<file path="src/rtl/pulse_trigger_peak.sv">
// Two-stage pulse trigger: stage 1 reduces each valid block to hot/max/lane, stage 2 tracks pulses.
// Defining PULSE_AREA_EN adds pulse_area, the saturated signed sum of above-threshold samples.
module pulse_trigger_peak #(
    parameter int DATA_OUTPUT = 17,
    parameter int LANES       = 16,
    parameter int TS_WIDTH    = 32
) (
    input  logic                                clk,
    input  logic                                rst_n,
    input  logic                                din_valid,
    input  logic [DATA_OUTPUT*LANES-1:0]        din,
    input  logic signed [DATA_OUTPUT-1:0]       threshold,
    input  logic [15:0]                         holdoff,
    output logic                                pulse_valid,
    output logic signed [DATA_OUTPUT-1:0]       pulse_peak,
    output logic [TS_WIDTH-1:0]                 pulse_ts,
    output logic [15:0]                         pulse_width,
`ifdef PULSE_AREA_EN
    output logic signed [31:0]                  pulse_area,
`endif
    output logic [1:0]                          fsm_state_o
);
    // Handshake: din_valid qualifies din for one cycle; there is no backpressure and
    // pulse_valid is a single-cycle strobe with the record held until the next one.
    localparam int LW   = $clog2(LANES);
    localparam int BW   = TS_WIDTH - LW;
    localparam int SUMW = DATA_OUTPUT + LW + 1;

    typedef enum logic [1:0] {IDLE = 2'd0, PULSE = 2'd1, HOLDOFF = 2'd2} state_t;

    logic signed [DATA_OUTPUT-1:0] lane_s [LANES];
    logic                          hot_d;
    logic signed [DATA_OUTPUT-1:0] max_d;
    logic [LW-1:0]                 lane_d;

    logic [BW-1:0]                 blk_cnt_q;
    logic                          s1_valid_q;
    logic                          s1_hot_q;
    logic signed [DATA_OUTPUT-1:0] s1_max_q;
    logic [LW-1:0]                 s1_lane_q;
    logic [BW-1:0]                 s1_blk_q;

    state_t                        state_q;
    logic [15:0]                   hold_cnt_q;
    logic signed [DATA_OUTPUT-1:0] cur_peak_q;
    logic [TS_WIDTH-1:0]           cur_ts_q;
    logic [15:0]                   cur_width_q;
    logic                          pulse_valid_q;
    logic signed [DATA_OUTPUT-1:0] peak_q;
    logic [TS_WIDTH-1:0]           ts_q;
    logic [15:0]                   width_q;
    logic [TS_WIDTH-1:0]           s1_ts;

    always_comb begin
        for (int i = 0; i < LANES; i++) begin
            lane_s[i] = $signed(din[i*DATA_OUTPUT +: DATA_OUTPUT]);
        end
    end

    // Strict > keeps the earliest lane when several lanes share the block maximum.
    always_comb begin
        hot_d  = 1'b0;
        max_d  = lane_s[0];
        lane_d = '0;
        for (int i = 0; i < LANES; i++) begin
            if (lane_s[i] > threshold) hot_d = 1'b1;
            if (lane_s[i] > max_d) begin
                max_d  = lane_s[i];
                lane_d = LW'(i);
            end
        end
    end

`ifdef PULSE_AREA_EN
    logic signed [SUMW-1:0] sum_d;
    logic signed [SUMW-1:0] s1_sum_q;
    logic signed [31:0]     cur_area_q;
    logic signed [31:0]     area_q;

    always_comb begin
        sum_d = '0;
        for (int i = 0; i < LANES; i++) begin
            if (lane_s[i] > threshold) sum_d = sum_d + SUMW'(lane_s[i]);
        end
    end

    function automatic logic signed [31:0] sat_add(input logic signed [31:0] a,
                                                   input logic signed [SUMW-1:0] b);
        logic signed [32:0] s;
        s = {a[31], a} + {{(33-SUMW){b[SUMW-1]}}, b};
        if (s[32] != s[31]) return s[32] ? 32'sh8000_0000 : 32'sh7FFF_FFFF;
        return s[31:0];
    endfunction

    always_ff @(posedge clk or negedge rst_n) begin
        if (!rst_n) begin
            s1_sum_q <= '0;
        end else if (din_valid) begin
            s1_sum_q <= sum_d;
        end
    end

    assign pulse_area = area_q;
`endif

    always_ff @(posedge clk or negedge rst_n) begin
        if (!rst_n) begin
            blk_cnt_q  <= '0;
            s1_valid_q <= 1'b0;
            s1_hot_q   <= 1'b0;
            s1_max_q   <= '0;
            s1_lane_q  <= '0;
            s1_blk_q   <= '0;
        end else begin
            s1_valid_q <= din_valid;
            if (din_valid) begin
                s1_hot_q  <= hot_d;
                s1_max_q  <= max_d;
                s1_lane_q <= lane_d;
                s1_blk_q  <= blk_cnt_q;
                blk_cnt_q <= blk_cnt_q + BW'(1);
            end
        end
    end

    assign s1_ts = {s1_blk_q, s1_lane_q};

    always_ff @(posedge clk or negedge rst_n) begin
        if (!rst_n) begin
            state_q       <= IDLE;
            hold_cnt_q    <= '0;
            cur_peak_q    <= '0;
            cur_ts_q      <= '0;
            cur_width_q   <= '0;
            pulse_valid_q <= 1'b0;
            peak_q        <= '0;
            ts_q          <= '0;
            width_q       <= '0;
`ifdef PULSE_AREA_EN
            cur_area_q    <= '0;
            area_q        <= '0;
`endif
        end else begin
            pulse_valid_q <= 1'b0;
            if (s1_valid_q) begin
                case (state_q)
                    IDLE: begin
                        if (s1_hot_q) begin
                            state_q     <= PULSE;
                            cur_peak_q  <= s1_max_q;
                            cur_ts_q    <= s1_ts;
                            cur_width_q <= 16'd1;
`ifdef PULSE_AREA_EN
                            cur_area_q  <= sat_add(32'sd0, s1_sum_q);
`endif
                        end
                    end
                    PULSE: begin
                        if (s1_hot_q) begin
                            if (cur_width_q != 16'hFFFF) cur_width_q <= cur_width_q + 16'd1;
                            if (s1_max_q > cur_peak_q) begin
                                cur_peak_q <= s1_max_q;
                                cur_ts_q   <= s1_ts;
                            end
`ifdef PULSE_AREA_EN
                            cur_area_q <= sat_add(cur_area_q, s1_sum_q);
`endif
                        end else begin
                            pulse_valid_q <= 1'b1;
                            peak_q        <= cur_peak_q;
                            ts_q          <= cur_ts_q;
                            width_q       <= cur_width_q;
`ifdef PULSE_AREA_EN
                            area_q        <= cur_area_q;
`endif
                            hold_cnt_q    <= holdoff;
                            state_q       <= (holdoff == 16'd0) ? IDLE : HOLDOFF;
                        end
                    end
                    HOLDOFF: begin
                        hold_cnt_q <= hold_cnt_q - 16'd1;
                        if (hold_cnt_q == 16'd1) state_q <= IDLE;
                    end
                    default: state_q <= IDLE;
                endcase
            end
        end
    end

    assign pulse_valid = pulse_valid_q;
    assign pulse_peak  = peak_q;
    assign pulse_ts    = ts_q;
    assign pulse_width = width_q;
    assign fsm_state_o = state_q;

endmodule

</file>
<file path="config.mk">
export PLATFORM = sky130hd
export DESIGN_NAME = pulse_trigger_peak
export DESIGN_NICKNAME = d
export VERILOG_FILES = /design/src/rtl/pulse_trigger_peak.sv
export SDC_FILE = /design/constraint.sdc
export NUM_CORES = 1
export LEC_CHECK = 0
export CORE_MARGIN = 3
export CORE_UTILIZATION = 25
export CTS_CLUSTER_DIAMETER = 100
export CTS_CLUSTER_SIZE = 40
export DETAILED_ROUTE_END_ITERATION = 6
export PLACE_DENSITY = 0.5
export SLEW_MARGIN = 20
export SYNTH_ARGS = -nofsm -noshare
export SYNTH_HDL_FRONTEND = slang
export SYNTH_SLANG_ARGS = --single-unit
</file>
<file path="constraint.sdc">
create_clock -name clk -period 9.2 [get_ports clk]
set_clock_uncertainty 0.05 [all_clocks]
set_input_delay 1.84 -clock clk [delete_from_list [all_inputs] [get_ports clk]]
set_output_delay 1.84 -clock clk [all_outputs]
set_load 0.03 [all_outputs]
</file>
==> impl_metrics.toml, run 1 <==
[clock_network]
cts_buffers = 12
cts.sinks = 228
clock_latency_ns = 0.53
holdBufCountCts = 0
clockBufferDepth = 3
clkSlewWorstSetupHoldPaths_ns = 0.14
tritoncts = "built"
htree_levels = 1
root_buffer = "clkbuf_16"

[synthesis]
async_flop_share = 1.00
syn_nets = 3901
synth.most_common_cell = "ha_1"
synthTopCellsByArea = "ha_1 (26%), dfrtp_1 (21%), mux2_2 (6.8%), a21oi_1 (3.5%), a21o_1 (3.4%)"
synthAdderAreaFrac = 0.255
synth_cell_types = 86
synth_commonest_cells = "ha_1 (548), dfrtp_1 (228), nor2_1 (213)"
yosys_register_bits = 228
netlist.top_cell.by_area = "ha_1"
ys_seq_area_frac = 0.212
syn_area_per_cell_um2 = 8.83
syn_area_um2 = 26900
synthSimpleGateAreaFrac = 0.173
ys.flop_type = "dfrtp_1"
yosys.area_share.xor_xnor = 0.0124
synth_edf_count = 0
synth_compound_area_frac = 0.227
synthMuxAreaShare = 0.0824
yosysWarnings = 0
syn-instance-count = 3045
synth_top_family_by_area = "adder cells"
synth_top_area_frac = 0.255

[global_route]
grtUsageTotal = 0.230
grt_max_degree = 132
grt_pass1_wl_um = 193000
grt-ovfl-total = 0
grt_antenna_before_repair = 5
grt_pass1_vias = 29500

[worst_setup_path]
cp_data_required_time_ns = 9.52
worst-setup-path-type = "in -> reg"
crit_path_frequent_cell = "buf_4"
cp.arrival_ns = 30.78
r2r_cells = 12
critPathCaptureType = "flip-flop"
start_kind = "input port"
worstPathMaxFanout = 19
slowest_delay_ns = 0.52
r2r_setup_slack_ns = 6.04
slowest_stage = "or4_4"

[routing]
route.vias.total = 29700
route.detailed.wl_per_inst_um = 23.9
drtAntennaViolNets = 0
drt_iter0_markers = 1932
finalWirelength_um = 135000
route.detailed.drc = 0
viasPerCell = 5.26
dr.pass1.iters = 7

[cells_and_area]
areaGrowthSynthToFinish_pct = 59.8
fin_util = 0.405
drive_gt1_frac = 0.386
nets = 5109
nFillCells = 10600

[worst_hold_path]
hp-class = "reg -> reg"
worstHoldPathCells = 1

[run_status]
violations = "negative setup slack"
status = "finished, violations left"

[timing]
min_period_over_period = 3.31
clock.fmax_mhz = 32.8
tightestPinTransition_ns = 1.21
finalMaxSlewViolations = 0
setup_violations = 21
slew_headroom = 0.190
period_needed_ns = 30.45
timing.hold.ws_ns = 0.428
hold_viol_final = 0
rsz0062_at_grt = "yes"
worst_slack_ns = -21.25

[job]
drv_cap = 0

[floorplan]
fp.dieH_um = 334
boundaryPins = 376
core_area_um2 = 106000
rows = 119
start_util = 0.254
dieArea_um2 = 112000
die_w_um = 334

[placement]
io_buffer_count = 375
dp_hpwl_um = 107000
gp_congestion = 0.986
==> critical path, delay by kind of cell <==
kind                     cells  cell delay (ns)
multiplexers                 2             0.41
buffers and inverters       47             6.31
AND/OR/NAND/NOR             36             7.18
AO/OA/AOI/OAI               62            11.26
adder cells (fa/ha/maj)     14             3.65
==> layer usage <==
metal	track usage	vias up	wire length, um
li1	-	14000	-
met1	0.303	14300	58400
met2	0.391	1054	62500
met3	0.0296	272	8400
met4	0.0696	4	5680
met5	0	-	31
==> cells in the final DEF (no fill, tap or decap), drive strengths merged, types with 22 or more instances in the layout <==
cell / n
buf: 941
ha: 548
clkdlybuf4s50: 339
dfrtp: 228
nor2: 213
a21oi: 190
mux2: 163
o21ai: 146
nand2: 145
inv: 135
a21o: 123
nand3: 98
nand4: 85
nor2b: 71
o21a: 67
a211oi: 59
o22ai: 48
a31oi: 48
nand2b: 45
and3: 38
mux2i: 38
nor3: 38
a221oi: 35
clkbuf: 34
o211ai: 33
or2: 31
a2111oi: 29
or3: 25
xnor2: 24
nor4: 22
==> worst paths after layout <==
kind	from	endpoint
max reg2reg	s1_max_q[1]	cur_ts_q[5]
min reg2reg	cur_peak_q[2]	pulse_peak[2]
max	din[10]	s1_lane_q[2]
min	cur_peak_q[2]	pulse_peak[2]
max in group asynchronous	rst_n	s1_lane_q[2]
min in group asynchronous	rst_n	cur_width_q[6]
==> final cells by class <==
| type | count | area (um2) | share of cell area |
|---|---|---|---|
| multi-input cells | 2568 | 23200 | 0.539 |
| flip-flops and latches | 228 | 5710 | 0.133 |
| inverters | 134 | 528 | 0.0123 |
| clock inverters | 6 | 128 | 0.00297 |
| diodes | 2 | 5.00 | 0.000116 |
| clock buffers | 12 | 300 | 0.00699 |
| repair buffers | 1309 | 11400 | 0.265 |
| well taps | 1391 | 1740 | 0.0405 |
==> timing repair <==
| item | 4_1_cts | 5_1_grt |
|---|---|---|
| gates cloned | 19 | 5 |
| pin swaps | 73 | 187 |
| endpoints found under the setup margin | 21 | 21 |
| endpoints found under the hold margin | 0 | 0 |
| buffers inserted | 107 | 74 |
| gates resized for setup | 204 | 393 |
==> cell families (layout without fill, tap and decap cells) <==
family | Yosys count | after routing
AND/OR/NAND/NOR | 888 | 892
multiplexers | 201 | 201
adder cells (fa/ha/maj) | 548 | 548
flip-flops | 228 | 228
other | 0 | 2
AO/OA/AOI/OAI | 886 | 889
buffers and inverters | 256 | 1461
XOR/XNOR | 38 | 38
==> through the flow <==
stage / instance area [um2] / cells / worst slack, ns / TNS [ns]
after global placement: 38400 / 5435 / -22.79 / -477.00
after global routing: 43000 / 5648 / -22.49 / -469.97
after detailed placement: 38400 / 5435 / -22.71 / -475.41
after CTS: 40900 / 5578 / -21.07 / -440.66
after floorplan: 28000 / 3045 / -20.42 / -427.68
final: 43000 / 5650 / -21.25 / -443.99
==> registers in the layout, indices dropped and copies added (netlist names), 2 cells and up <==
| signal | flops |
|---|---|
| pulse_width | 16 |
| cur_width_q | 16 |
| pulse_peak | 17 |
| hold_cnt_q | 16 |
| cur_ts_q | 32 |
| fsm_state_o | 2 |
| s1_lane_q | 4 |
| s1_blk_q | 28 |
| blk_cnt_q | 28 |
| s1_max_q | 17 |
| pulse_ts | 32 |
| cur_peak_q | 17 |
Power of run 1 is not shown: default switching activity piles up to over one toggle a cycle in this logic, so the estimate is an artifact.
==> run 2, diff against run 1 <==
- CORE_UTILIZATION: 25 -> 55
- DONT_BUFFER_PORTS: default -> 1
- PLACE_DENSITY: 0.5 -> 0.77
- clock period: 9.2 -> 36.9 ns (I/O delays scaled with it)
==> run 2 against run 1 <==
Net effect: the flow now finishes without violations; utilization is 30 points higher; flip-flop and latch count stayed put; via count fell by 4.7%; final cell count decreased by 28%; cell area decreased by 21%; die area fell by 54%; largest cell class unchanged.
==> impl_metrics.toml, run 2 (synthesis results as in run 1) <==
[routing]
viasPerCell = 6.92
finalWirelength_um = 119000
dr.pass1.iters = 5
route.detailed.drc = 0
drt_iter0_markers = 2584
route.detailed.wl_per_inst_um = 29.1
drtAntennaViolNets = 0
route.vias.total = 28300

[floorplan]
die_w_um = 227
boundaryPins = 376
rows = 80
fp.dieH_um = 227
dieArea_um2 = 51600
start_util = 0.560
core_area_um2 = 48000

[timing]
tightestPinTransition_ns = 1.07
clock.fmax_mhz = 27.3
finalMaxSlewViolations = 0
setup_violations = 0
slew_headroom = 0.282
worst_slack_ns = 0.309
period_needed_ns = 36.59
hold_viol_final = 0
min_period_over_period = 0.992
fin_setup_tns_ns = 0

[global_route]
grtUsageMet3 = 0.123
grt_antenna_before_repair = 7
grt_max_degree = 229
grt-ovfl-total = 0
grtUsageMet1 = 0.488
met2_usage = 0.694
grt_pass1_vias = 27200
grtUsageTotal = 0.427
busiest_layer = "met2"
grt_pass1_wl_um = 166000

[job]
drv_cap = 0

[cells_and_area]
drive_gt1_frac = 0.303
final_common_cell = "ha_1"
nets = 4326
areaGrowthSynthToFinish_pct = 26.3
final_cell_mix = "ha_1 (515), buf_4 (462), dfrtp_1 (228)"

[worst_setup_path]
worst-setup-path-type = "in -> reg"
slowest_delay_ns = 0.66
slowest_stage = "a2111oi_0"
critPathBufInv = 34
path_delay_family = "compound AO/OA/AOI/OAI gates"
cp.arrival_ns = 36.95
start_kind = "input port"
worstPathMaxFanout = 19
critPathCaptureType = "flip-flop"
cp_data_required_time_ns = 37.26

[clock_network]
tritoncts = "built"
holdBufCountCts = 0
cts.sinks = 228
clock_latency_ns = 0.49
clkSlewWorstSetupHoldPaths_ns = 0.13
clockBufferDepth = 3
cts_buffers = 11
htree_levels = 1
root_buffer = "clkbuf_16"

[placement]
pre_cts_ws_ns = -1.53
dp_hpwl_um = 92200
gp_congestion = 1.13
io_buffer_count = 0

[worst_hold_path]
hp-class = "reg -> reg"

[run_status]
status = "finished clean"
-- run 2: cell types whose count changed in the layout (fill, tap and decap cells not counted), moves of 12 or more --
cell / change
buf_6: -13
ha_4: -31
inv_1: +14
nor2_1: +28
ha_1: +35
clkbuf_2: -19
buf_4: -394
nor2_2: -18
nor3_4: -12
a21oi_1: +13
nor3_1: +12
a21oi_2: -13
clkdlybuf4s50_1: -339
-- run 2: path summary, 6_finish.rpt --
kind,start,end,slack (ns),cells after the start
max in group asynchronous,rst_n,cur_ts_q[12],30.05,0
worst max-delay path,din[16],s1_max_q[2],0.31,156
worst min-delay path,hold_cnt_q[15],hold_cnt_q[15],0.45,2
worst max register to register,fsm_state_o[0],hold_cnt_q[14],33.48,7
min in group asynchronous,rst_n,pulse_peak[6],6.50,0
worst min register to register,hold_cnt_q[15],hold_cnt_q[15],0.45,2
-- run 2: metal layers --
metal,vias to the layer above,share of wire
li1,12500,-
met1,13500,0.36
met2,1689,0.44
met3,591,0.11
met4,4,0.093
met5,-,0.00025
-- run 2: area by class of cell --
cell class	instances	area, um2
Clock inverter	3	90.1
Fill cell	3676	14100
Tap cell	615	769
Clock buffer	12	279
Multi-Input combinational cell	2564	22000
Antenna cell	4	10.0
Inverter	134	503
Timing Repair Buffer	531	4560
Sequential cell	228	5710
-- run 2: metrics by stage --
step                std cells  area (um2)   util  hold slack (ns)
floorplan                3045       27200      -            0.390
global placement         3964       30700  0.638            0.410
detailed placement       3964       30700  0.638            0.428
CTS                      3988       31200  0.649            0.449
global route             4087       33900  0.707            0.477
finish                   4091       34000  0.707            0.447
-- run 2: tightest hold or removal path, cell delays in order, from the launching register on --
cell     delay (ns)
dfrtp_1        0.35
nand2_1        0.04
o21ai_0        0.07
-- run 2: timing repair --
| item | CTS | global route |
|---|---|---|
| pin swaps | 6 | 148 |
| cloned | 2 | 19 |
| endpoints found under the setup margin | 21 | 21 |
| resized for setup | 29 | 363 |
| setup buffers | 7 | 84 |
Power of run 2 is left out for the same reason.
